<file path="config.mk">
export PLATFORM = sky130hd
export DESIGN_NAME = triangle_fetcher
export DESIGN_NICKNAME = d
export VERILOG_FILES = /design/src/rtl/triangle_fetcher.sv
export SDC_FILE = /design/constraint.sdc
export NUM_CORES = 1
export LEC_CHECK = 0
export ABC_CLOCK_PERIOD_IN_PS = 8300
export CORE_ASPECT_RATIO = 2
export CORE_MARGIN = 8
export CORE_UTILIZATION = 33
export DETAILED_ROUTE_END_ITERATION = 6
export MAX_ROUTING_LAYER = met4
export SYNTH_ARGS = -nofsm -noshare
export SYNTH_HDL_FRONTEND = slang
export SYNTH_SLANG_ARGS = --single-unit
</file>
<file path="constraint.sdc">
create_clock -name clk -period 8.3 [get_ports clk]
set_input_delay 1.66 -clock clk [delete_from_list [all_inputs] [get_ports clk]]
set_output_delay 1.66 -clock clk [all_outputs]
set_load 0.02 [all_outputs]
</file>
<file path="src/rtl/triangle_fetcher.sv">
// triangle_fetcher: walks the triangle table once per frame pass, translates every
// vertex into camera space (vertex - camera), culls triangles that are behind the
// near plane or whose translated coordinates overflow 16 bits, and streams each
// surviving triangle to the projector as three back-to-back vertex beats.
//
// Ports
//   clk, rst         clock and synchronous active-high reset
//   start            one-cycle pulse starting a pass (ignored while busy)
//   num_triangles    triangle count, latched on accepted start
//   camera_x/y/z     signed camera position, latched on accepted start
//   mem_addr         triangle table read address (held stable during a fetch)
//   mem_data         {color, v1{x,y,z}, v2, v3}, valid MEM_LATENCY cycles after mem_addr
//   vertex, color    camera-space vertex beat and triangle colour (0 outside beats)
//   new_triangle     marks the first of the three beats
//   done_out         one-cycle end-of-pass pulse
//   busy             pass in progress, up to and including the done_out cycle
//   culled_count     triangles culled in the current/last pass
module triangle_fetcher #(
    parameter int unsigned ADDR_WIDTH  = 10,
    parameter int unsigned MEM_LATENCY = 2,
    parameter int          NEAR_Z      = 16
) (
    input  logic                  clk,
    input  logic                  rst,
    input  logic                  start,
    input  logic [ADDR_WIDTH:0]   num_triangles,
    input  logic [15:0]           camera_x,
    input  logic [15:0]           camera_y,
    input  logic [15:0]           camera_z,
    output logic [ADDR_WIDTH-1:0] mem_addr,
    input  logic [159:0]          mem_data,
    output logic [47:0]           vertex,
    output logic [15:0]           color,
    output logic                  new_triangle,
    output logic                  done_out,
    output logic                  busy,
    output logic [ADDR_WIDTH:0]   culled_count
);

    localparam int unsigned LatW = (MEM_LATENCY > 1) ? $clog2(MEM_LATENCY) : 1;
    localparam logic signed [16:0] NearZ = 17'(NEAR_Z);

    typedef enum logic [2:0] {
        StIdle, StFetch, StCheck, StEmit0, StEmit1, StEmit2, StDone
    } state_e;

    state_e              state;
    logic [ADDR_WIDTH:0] idx;
    logic [ADDR_WIDTH:0] num_q;
    logic [15:0]         cam_x, cam_y, cam_z;
    logic [LatW-1:0]     lat_cnt;
    logic [47:0]         v2_q, v3_q;

    logic signed [16:0]  dx [3];
    logic signed [16:0]  dy [3];
    logic signed [16:0]  dz [3];
    logic [15:0]         vx, vy, vz;
    logic [47:0]         tv [3];
    logic                cull;
    logic                is_last;

    // Translation is done in 17 bits so a coordinate that no longer fits in
    // 16 signed bits shows up as bit16 != bit15.
    always_comb begin
        cull = 1'b0;
        vx   = '0;
        vy   = '0;
        vz   = '0;
        for (int i = 0; i < 3; i++) begin
            vx    = mem_data[143 - 48*i -: 16];
            vy    = mem_data[127 - 48*i -: 16];
            vz    = mem_data[111 - 48*i -: 16];
            dx[i] = {vx[15], vx} - {cam_x[15], cam_x};
            dy[i] = {vy[15], vy} - {cam_y[15], cam_y};
            dz[i] = {vz[15], vz} - {cam_z[15], cam_z};
            tv[i] = {dx[i][15:0], dy[i][15:0], dz[i][15:0]};
            if ((dx[i][16] != dx[i][15]) || (dy[i][16] != dy[i][15]) ||
                (dz[i][16] != dz[i][15]) || (dz[i] < NearZ)) begin
                cull = 1'b1;
            end
        end
    end

    // idx is one bit wider than mem_addr so a full table (2^ADDR_WIDTH entries)
    // terminates on the compare rather than wrapping.
    assign is_last = (idx == num_q - 1'b1);

    always_ff @(posedge clk) begin
        if (rst) begin
            state        <= StIdle;
            idx          <= '0;
            num_q        <= '0;
            cam_x        <= '0;
            cam_y        <= '0;
            cam_z        <= '0;
            lat_cnt      <= '0;
            v2_q         <= '0;
            v3_q         <= '0;
            mem_addr     <= '0;
            vertex       <= '0;
            color        <= '0;
            new_triangle <= 1'b0;
            done_out     <= 1'b0;
            busy         <= 1'b0;
            culled_count <= '0;
        end else begin
            case (state)
                StIdle: begin
                    if (start) begin
                        cam_x        <= camera_x;
                        cam_y        <= camera_y;
                        cam_z        <= camera_z;
                        num_q        <= num_triangles;
                        culled_count <= '0;
                        idx          <= '0;
                        mem_addr     <= '0;
                        lat_cnt      <= '0;
                        busy         <= 1'b1;
                        if (num_triangles == '0) begin
                            state    <= StDone;
                            done_out <= 1'b1;
                        end else begin
                            state    <= StFetch;
                        end
                    end
                end
                StFetch: begin
                    if (lat_cnt == LatW'(MEM_LATENCY - 1)) begin
                        state <= StCheck;
                    end else begin
                        lat_cnt <= lat_cnt + 1'b1;
                    end
                end
                StCheck: begin
                    if (cull) begin
                        culled_count <= culled_count + 1'b1;
                        if (is_last) begin
                            state    <= StDone;
                            done_out <= 1'b1;
                        end else begin
                            idx      <= idx + 1'b1;
                            mem_addr <= ADDR_WIDTH'(idx + 1'b1);
                            lat_cnt  <= '0;
                            state    <= StFetch;
                        end
                    end else begin
                        vertex       <= tv[0];
                        v2_q         <= tv[1];
                        v3_q         <= tv[2];
                        color        <= mem_data[159:144];
                        new_triangle <= 1'b1;
                        state        <= StEmit0;
                    end
                end
                StEmit0: begin
                    vertex       <= v2_q;
                    new_triangle <= 1'b0;
                    state        <= StEmit1;
                end
                StEmit1: begin
                    vertex <= v3_q;
                    state  <= StEmit2;
                end
                StEmit2: begin
                    vertex <= '0;
                    color  <= '0;
                    if (is_last) begin
                        state    <= StDone;
                        done_out <= 1'b1;
                    end else begin
                        idx      <= idx + 1'b1;
                        mem_addr <= ADDR_WIDTH'(idx + 1'b1);
                        lat_cnt  <= '0;
                        state    <= StFetch;
                    end
                end
                StDone: begin
                    done_out <= 1'b0;
                    busy     <= 1'b0;
                    state    <= StIdle;
                end
                default: state <= StIdle;
            endcase
        end
    end

endmodule

</file>
After elaboration in Yosys (flattened, before gate mapping)

Cells that the tools add are included.

Muxes and demuxes: 37
Multipliers: 0
Magnitude comparators: 3
Reductions and logical operators: 30
Bitwise gates (word level): 1
Shift-type cells: 0
Eq/ne operators: 21
Div/mod/pow operators: 0
Add/subtract/negate cells: 13

Operator list:

| cell                                                                           | number |
|---|---|
| 48-bit case mux with 4 select lines                                            | 1 |
| 16-bit by 16-bit subtractor with 17-bit output                                 | 9 |
| 17-bit by 6-bit less-than comparator with 1-bit output (second input constant) | 3 |
| 48-bit 2-to-1 mux                                                              | 1 |
| 11-bit 2-to-1 mux                                                              | 4 |
| 11-bit case mux with 3 select lines                                            | 1 |
| 16-bit case mux with 2 select lines                                            | 1 |
| 10-bit 2-to-1 mux                                                              | 3 |
| 10-bit case mux with 3 select lines                                            | 1 |
| 11-bit by 1-bit adder with 11-bit output (second input constant)               | 2 |
| 11-bit case mux with 2 select lines                                            | 1 |
| 3-bit case mux with 6 select lines                                             | 1 |
| 16-bit 2-to-1 mux                                                              | 1 |
| 3-bit 2-to-1 mux                                                               | 5 |
| 2-bit AND reduction                                                            | 7 |
| 1-bit 2-to-1 mux                                                               | 13 |
| 4-bit nonzero test                                                             | 3 |
| 11-bit == test                                                                 | 1 |
| 11-bit logical NOT                                                             | 1 |
| 11-bit by 1-bit subtractor with 11-bit output (second input constant)          | 1 |
| 2-bit inequality test (second input constant)                                  | 5 |
| 3-bit == test (second input constant)                                          | 3 |
| 1-bit logical OR                                                               | 9 |
| 1-bit inequality test                                                          | 9 |
| 11 further kinds                                                               | 19 |

Logic and storage cells: 121
Register bits after elaboration: 258
Bits in read-only memories: 0
Input port bits: 222
Bits in latches: 0
Memories: 0
Output and inout port bits: 88
Bits in writable memories: 0

Depth between registers and ports, before layout

Word-level depth: 10
Gate-level depth with buffers: 23
Mapped depth without buffers: 20

Worst setup path after synthesis

No wires, ideal clock.

Kind: input to register
From: input port mem_data[4]
To: register idx[8]
Path buffers: 1
Library setup time: 135 ps
Arrival: 6366 ps
Data required time: 8165 ps
Cell stages on the path: 20
Slack: 1800 ps
Path through: ha_1 a21o_1 or3_1 o221a_2 a211o_1 a21oi_1 o21bai_1 a21oi_1 xor2_1 ha_1 o221ai_1 a221o_1 a2111o_1 a2111o_1 nor4_1 o22ai_2 or4_4 clkbuf_1 nand3_1 o21ai_0

Cells in the longest elaborated chain, start to end: 7
Elaborated cells between the ends (all ways): 8
Classes of those cells: 1 x add/sub; 1 x order compare; 2 x eq/ne; 1 x mux; 3 x reduce/logical

RTL lines:

| item                                                                                           | line | text |
|---|---|---|
| from (decl)                                                                                    | 31   | `input logic [159:0] mem_data,` |
| 16-bit by 16-bit subtractor with 17-bit output (*)                                             | 75   | `dz[i] = {vz[15], vz} - {cam_z[15], cam_z};` |
| branches (longest 2 deep; another with 17-bit by 6-bit less-than comparator with 1-bit output) | --   |  |
| 1-bit logical OR (*)                                                                           | 78   | `(dz[i][16] != dz[i][15]) \|\| (dz[i] < NearZ)) begin` |
| 1-bit 2-to-1 mux (*)                                                                           | 77   | `if ((dx[i][16] != dx[i][15]) \|\| (dy[i][16] != dy[i][15]) \|\|` |
| 2-bit inequality test (no source line) (*)                                                     | --   |  |
| 3-bit AND reduction (no source line) (*)                                                       | --   |  |
| to (signal assigned)                                                                           | 141  | `idx <= idx + 1'b1;` |
| to (signal assigned)                                                                           | 171  | `idx <= idx + 1'b1;` |
| to (decl)                                                                                      | 48   | `logic [ADDR_WIDTH:0] idx;` |

Mark *: on every way between the ends.
A chain may end at the register's enable or synchronous reset.

Worst setup path in the final report

From: input port mem_data[4]
To: register vertex[1]

Cells in the longest elaborated chain, start to end: 7
Elaborated cells between the ends (all ways): 8
Classes of those cells: 1 x add/sub; 1 x order compare; 2 x eq/ne; 1 x mux; 3 x reduce/logical

RTL lines:

| item                                                                                           | line | text |
|---|---|---|
| 16-bit by 16-bit subtractor with 17-bit output (*)                                             | 75   |  |
| branches (longest 2 deep; another with 17-bit by 6-bit less-than comparator with 1-bit output) | --   |  |
| 1-bit logical OR (*)                                                                           | 78   |  |
| 1-bit 2-to-1 mux (*)                                                                           | 77   |  |
| 2-bit inequality test (no source line) (*)                                                     | --   |  |
| 2-bit AND reduction (no source line) (*)                                                       | --   |  |
| to (signal assigned)                                                                           | 147  | `vertex <= tv[0];` |
| to (signal assigned)                                                                           | 156  | `vertex <= v2_q;` |
| to (signal assigned)                                                                           | 161  | `vertex <= v3_q;` |
| to (decl)                                                                                      | 32   | `output logic [47:0] vertex,` |

Marked as above.

==> flow_summary.json <==
{
  "io_buffer_count": 309,
  "routability_congestion_estimate": 0.933,
  "post_synth_main_area_contributors": "sky130_fd_sc_hd__dfxtp_1, sky130_fd_sc_hd__ha_1, sky130_fd_sc_hd__a21oi_1",
  "dr_vias_cell": 5.49,
  "grt_antenna_before_repair": 1,
  "first_iter_violations": 941,
  "start_util_pct": 33.3,
  "route.antenna.remaining_nets": 0,
  "worst_setup_path_type": "input pin to flop",
  "worstPathRequired_ns": 8.71,
  "setup.worst_path.end_class": "flop",
  "syn-num-nets": 2646,
  "grt_start_max_net_pins": 91,
  "clk-insertion-delay-late_ns": 0.58,
  "fp.dieArea_um2": 60400,
  "gate_count_post_synth": 2265,
  "final_setup_violation_count": 0,
  "fmax_ghz": 0.135,
  "final-hold-violation-count": 0,
  "route.detailed.drc": 0,
  "final_max_slew_viol_count": 0,
  "summed_negative_setup_slack_over_all_endpoints_ns": 0,
  "globalRouteTotalUtil_pct": 22.9,
  "unrepaired_setup_endpoints_after_global_routing": "no",
  "number_of_maximum_capacitance_constraint_violations": 0,
  "core.rowCount": 118,
  "setup.worst_path.start": "mem_data[4]",
  "crit_path_start_kind": "input pin",
  "synth_sequential_area_ratio_pct": 28.7,
  "arrival_ns": 7.82,
  "cts_sinks": 248,
  "syn2layout_area_growth_pct": 27.1,
  "drive_gt1_share_pct": 4.34,
  "r2r_setup_slack_ns": 1.92,
  "count_of_buffer_and_inverter_cells_on_the_critical_path": 2,
  "htree_num_levels": 1,
  "worst_hold_check_slack_ns": 0.449,
  "routed-via-count": 17550,
  "floorplan.die.height_um": 340,
  "synthesis.area_per_instance_um2": 7.63,
  "worst-path-max-fanout": 43,
  "post_cts_resize_count": 0,
  "postCtsHoldBufs": 0,
  "worst_setup_hold_path_clk_slew_ns": 0.06,
  "finalWorstPathRequiredPeriod_ns": 7.41,
  "post-dp-hpwl_um": 54900,
  "synth.largest_area_cell": "sky130_fd_sc_hd__dfxtp_1",
  "wl_per_cell_um": 21.8,
  "synth_ff_type": "sky130_fd_sc_hd__dfxtp_1",
  "tritoncts.num_buffers": 27,
  "finalClockSkew_ns": 0.0197,
  "layout.nets": 2895,
  "vdd.ir_drop.worst_v": 0.000146,
  "yosysWarnings": 0,
  "synth.top_cell.area_share_pct": 28.7,
  "reg2regPathDepth": 21,
  "setup.worst_path.end": "vertex[1]",
  "synth-edff-count": 0,
  "postSynthRegisterBits": 248,
  "detailedRoute.firstPassIterationCount": 5,
  "synthDistinctLibCells": 83,
  "grt_overflow_total": 0,
  "first_global_vias": 18053,
  "worst_path_dominant_cell_family": "compound AO/OA/AOI/OAI gates",
  "holdCritPathClass": "flop to flop",
  "outcome": "finished, final reports clean",
  "stages_on_the_worst_setup_path": 21,
  "slew-limit-headroom_pct": 13.3,
  "cpPeakStageDelay_ns": 0.79,
  "pwr_density_cell_nw_per_um2": 168,
  "timing.critical_path.slowest_stage_cell": "sky130_fd_sc_hd__or4_4",
  "timing.critical_path.cells": "clkdlybuf4s50_1, ha_1, a21o_1, or3_1, o221a_2, a211o_1, a21oi_1, o21bai_1, a21oi_1, xor2_1, ha_1, o221ai_1, a221o_1, a2111o_1, a2111o_1, nor4_1, o22ai_2, or4_4, buf_12, a21oi_1, o22ai_1",
  "worst_pin_slew_ns": 1.30,
  "cts_tree": "built",
  "reg2reg_from": "cam_z[1]",
  "detail_route.wirelength_um": 69600,
  "grt_pass1_wl_um": 105000,
  "post_synth_instance_area_um2": 17300,
  "power.static_leakage_uw": 0.00793,
  "core_area_um2": 51800,
  "cts_buffer_depth": 3,
  "crit_path_frequent_cell": "sky130_fd_sc_hd__a21oi_1",
  "chipWidth_um": 178,
  "regToRegEndpoint": "vertex[1]",
  "design.portCount": 310,
  "cts_setup_buffers": 0,
  "clock_tree.root_cell": "sky130_fd_sc_hd__clkbuf_16",
  "ys_async_sr_fraction_pct": 0,
  "final_worst_path_period_share_pct": 89.3
}
[stage by stage]
| step | utilization (%) | worst slack [ns] | power (µW) | area (µm²) | std cells |
|---|---|---|---|---|---|
| detailed placement | 40.5 | 0.363 | 2380 | 21000 | 3145 |
| finish | 42.4 | 0.890 | 3680 | 22000 | 3196 |
| global route | 42.4 | 0.462 | 3860 | 22000 | 3196 |
| floorplan | - | 1.80 | 1950 | 17300 | 2265 |
| global placement | 40.5 | 0.415 | 2380 | 21000 | 3145 |
| CTS | 42.4 | 0.946 | 3720 | 22000 | 3195 |
[flip-flops by register name, summed over array words and instances, names as in the netlist]
name / flops
v2_q: 48
v3_q: 48
vertex: 48
cam_x: 16
cam_y: 16
cam_z: 16
color: 16
culled_count: 11
idx: 11
num_q: 11
state: 3
busy: 1
done_out: 1
lat_cnt: 1
new_triangle: 1
[per-layer routing]
metal	GRT usage, %	part of all wire, %	vias to the layer above
li1	-	-	8638
met4	11.4	5.2	0
met3	2.85	5.0	131
met5	-	0	-
met1	23.8	38	8265
met2	41.6	52	516
[cell usage after synthesis, types with 32 or more instances]
library cell and number:
sky130_fd_sc_hd__inv_1 93, sky130_fd_sc_hd__nand3_1 59, sky130_fd_sc_hd__o21ai_0 104, sky130_fd_sc_hd__dfxtp_1 248, sky130_fd_sc_hd__xnor2_1 80, sky130_fd_sc_hd__a21oi_1 337
sky130_fd_sc_hd__a22oi_1 32, sky130_fd_sc_hd__xor2_1 35, sky130_fd_sc_hd__clkbuf_1 83, sky130_fd_sc_hd__ha_1 150, sky130_fd_sc_hd__a21o_1 55, sky130_fd_sc_hd__nor2_1 118
sky130_fd_sc_hd__nand2_1 367, sky130_fd_sc_hd__a211oi_1 36
[power by group]
group	internal [µW]	leakage [µW]	switching, µW	total (µW)
Clock	766	0.000473	556	1320
Sequential	1220	0.00201	25.4	1240
Combinational	458	0.00545	659	1120
[area by class of cell]
type	count	area [µm²]
well taps	660	826
diodes	1	2.50
clock buffers	37	793
flip-flops and latches	248	4960
repair buffers	342	3400
fillers	5353	29900
multi-input cells	1800	11400
clock inverters	13	164
inverters	95	357
[worst min path at each step]
stage / to / slack [ns] / depth (start not counted) / from
4_1_cts: v2_q[25] / 0.45 / 2 / v2_q[25]
2_1_floorplan: v2_q[4] / 0.43 / 2 / v2_q[4]
5_1_grt: v3_q[21] / 0.46 / 2 / v3_q[21]
6_report: v2_q[25] / 0.45 / 2 / v2_q[25]
3_3_place_gp: v2_q[36] / 0.44 / 2 / v2_q[36]
3_5_place_dp: v2_q[25] / 0.44 / 2 / v2_q[25]
[logic make-up (layout without fill, tap and decap cells)]
kind of cell	Yosys count	after routing	synth area share [%]
and+or+nand+nor	727	727	19.0
other	0	1	0
AOI/OAI and AO/OA	782	782	28.3
DFF	248	248	28.7
adders and majority gates	159	159	11.9
buffers and inverters	217	487	5.17
muxes	17	17	0.992
xor gates and xnor gates	115	115	5.83
[placed cells by master, fill, tap and decap left out, types with 11 or more instances in the layout]
cell                                n
sky130_fd_sc_hd__o21ai_0          104
sky130_fd_sc_hd__o31ai_1           28
sky130_fd_sc_hd__a22oi_1           32
sky130_fd_sc_hd__or3_1             23
sky130_fd_sc_hd__dfxtp_1          248
sky130_fd_sc_hd__a211oi_1          36
sky130_fd_sc_hd__a21oi_1          337
sky130_fd_sc_hd__buf_4             28
sky130_fd_sc_hd__o22ai_1           21
sky130_fd_sc_hd__o211ai_1          12
sky130_fd_sc_hd__xnor2_1           80
sky130_fd_sc_hd__nor2_1           117
sky130_fd_sc_hd__ha_1             150
sky130_fd_sc_hd__nor2b_1           25
sky130_fd_sc_hd__nand2_1          367
sky130_fd_sc_hd__a21o_1            55
sky130_fd_sc_hd__xor2_1            35
sky130_fd_sc_hd__nor4_1            21
sky130_fd_sc_hd__clkdlybuf4s50_1  308
sky130_fd_sc_hd__o2bb2ai_1         16
sky130_fd_sc_hd__inv_1             93
sky130_fd_sc_hd__a31oi_1           11
sky130_fd_sc_hd__o31a_1            12
sky130_fd_sc_hd__o21bai_1          11
sky130_fd_sc_hd__and2_1            14
sky130_fd_sc_hd__clkbuf_16         27
sky130_fd_sc_hd__and3_1            11
sky130_fd_sc_hd__nor3_1            15
sky130_fd_sc_hd__nand4_1           12
sky130_fd_sc_hd__nand3_1           58
sky130_fd_sc_hd__nand2b_1          28
sky130_fd_sc_hd__o21a_1            28
sky130_fd_sc_hd__mux2i_1           16
[worst reg2reg max path: stages, from the launching register on]
cell and delay, ns:
sky130_fd_sc_hd__dfxtp_1 0.49, sky130_fd_sc_hd__inv_1 0.15, sky130_fd_sc_hd__ha_1 0.29, sky130_fd_sc_hd__nor2b_1 0.36, sky130_fd_sc_hd__o2111ai_2 0.24, sky130_fd_sc_hd__a2111oi_2 0.60
sky130_fd_sc_hd__nor2_1 0.09, sky130_fd_sc_hd__a311o_1 0.37, sky130_fd_sc_hd__nor2_1 0.10, sky130_fd_sc_hd__o21ai_0 0.08, sky130_fd_sc_hd__nand2b_1 0.09, sky130_fd_sc_hd__xnor2_1 0.17
sky130_fd_sc_hd__ha_1 0.21, sky130_fd_sc_hd__o21ai_0 0.08, sky130_fd_sc_hd__a2111oi_0 0.49, sky130_fd_sc_hd__or4b_2 0.64, sky130_fd_sc_hd__nor4_1 0.26, sky130_fd_sc_hd__o22ai_2 0.18
sky130_fd_sc_hd__or4_4 0.79, sky130_fd_sc_hd__buf_12 0.27, sky130_fd_sc_hd__a21oi_1 0.20, sky130_fd_sc_hd__o22ai_1 0.09
Power figures use the tool's default switching activity.
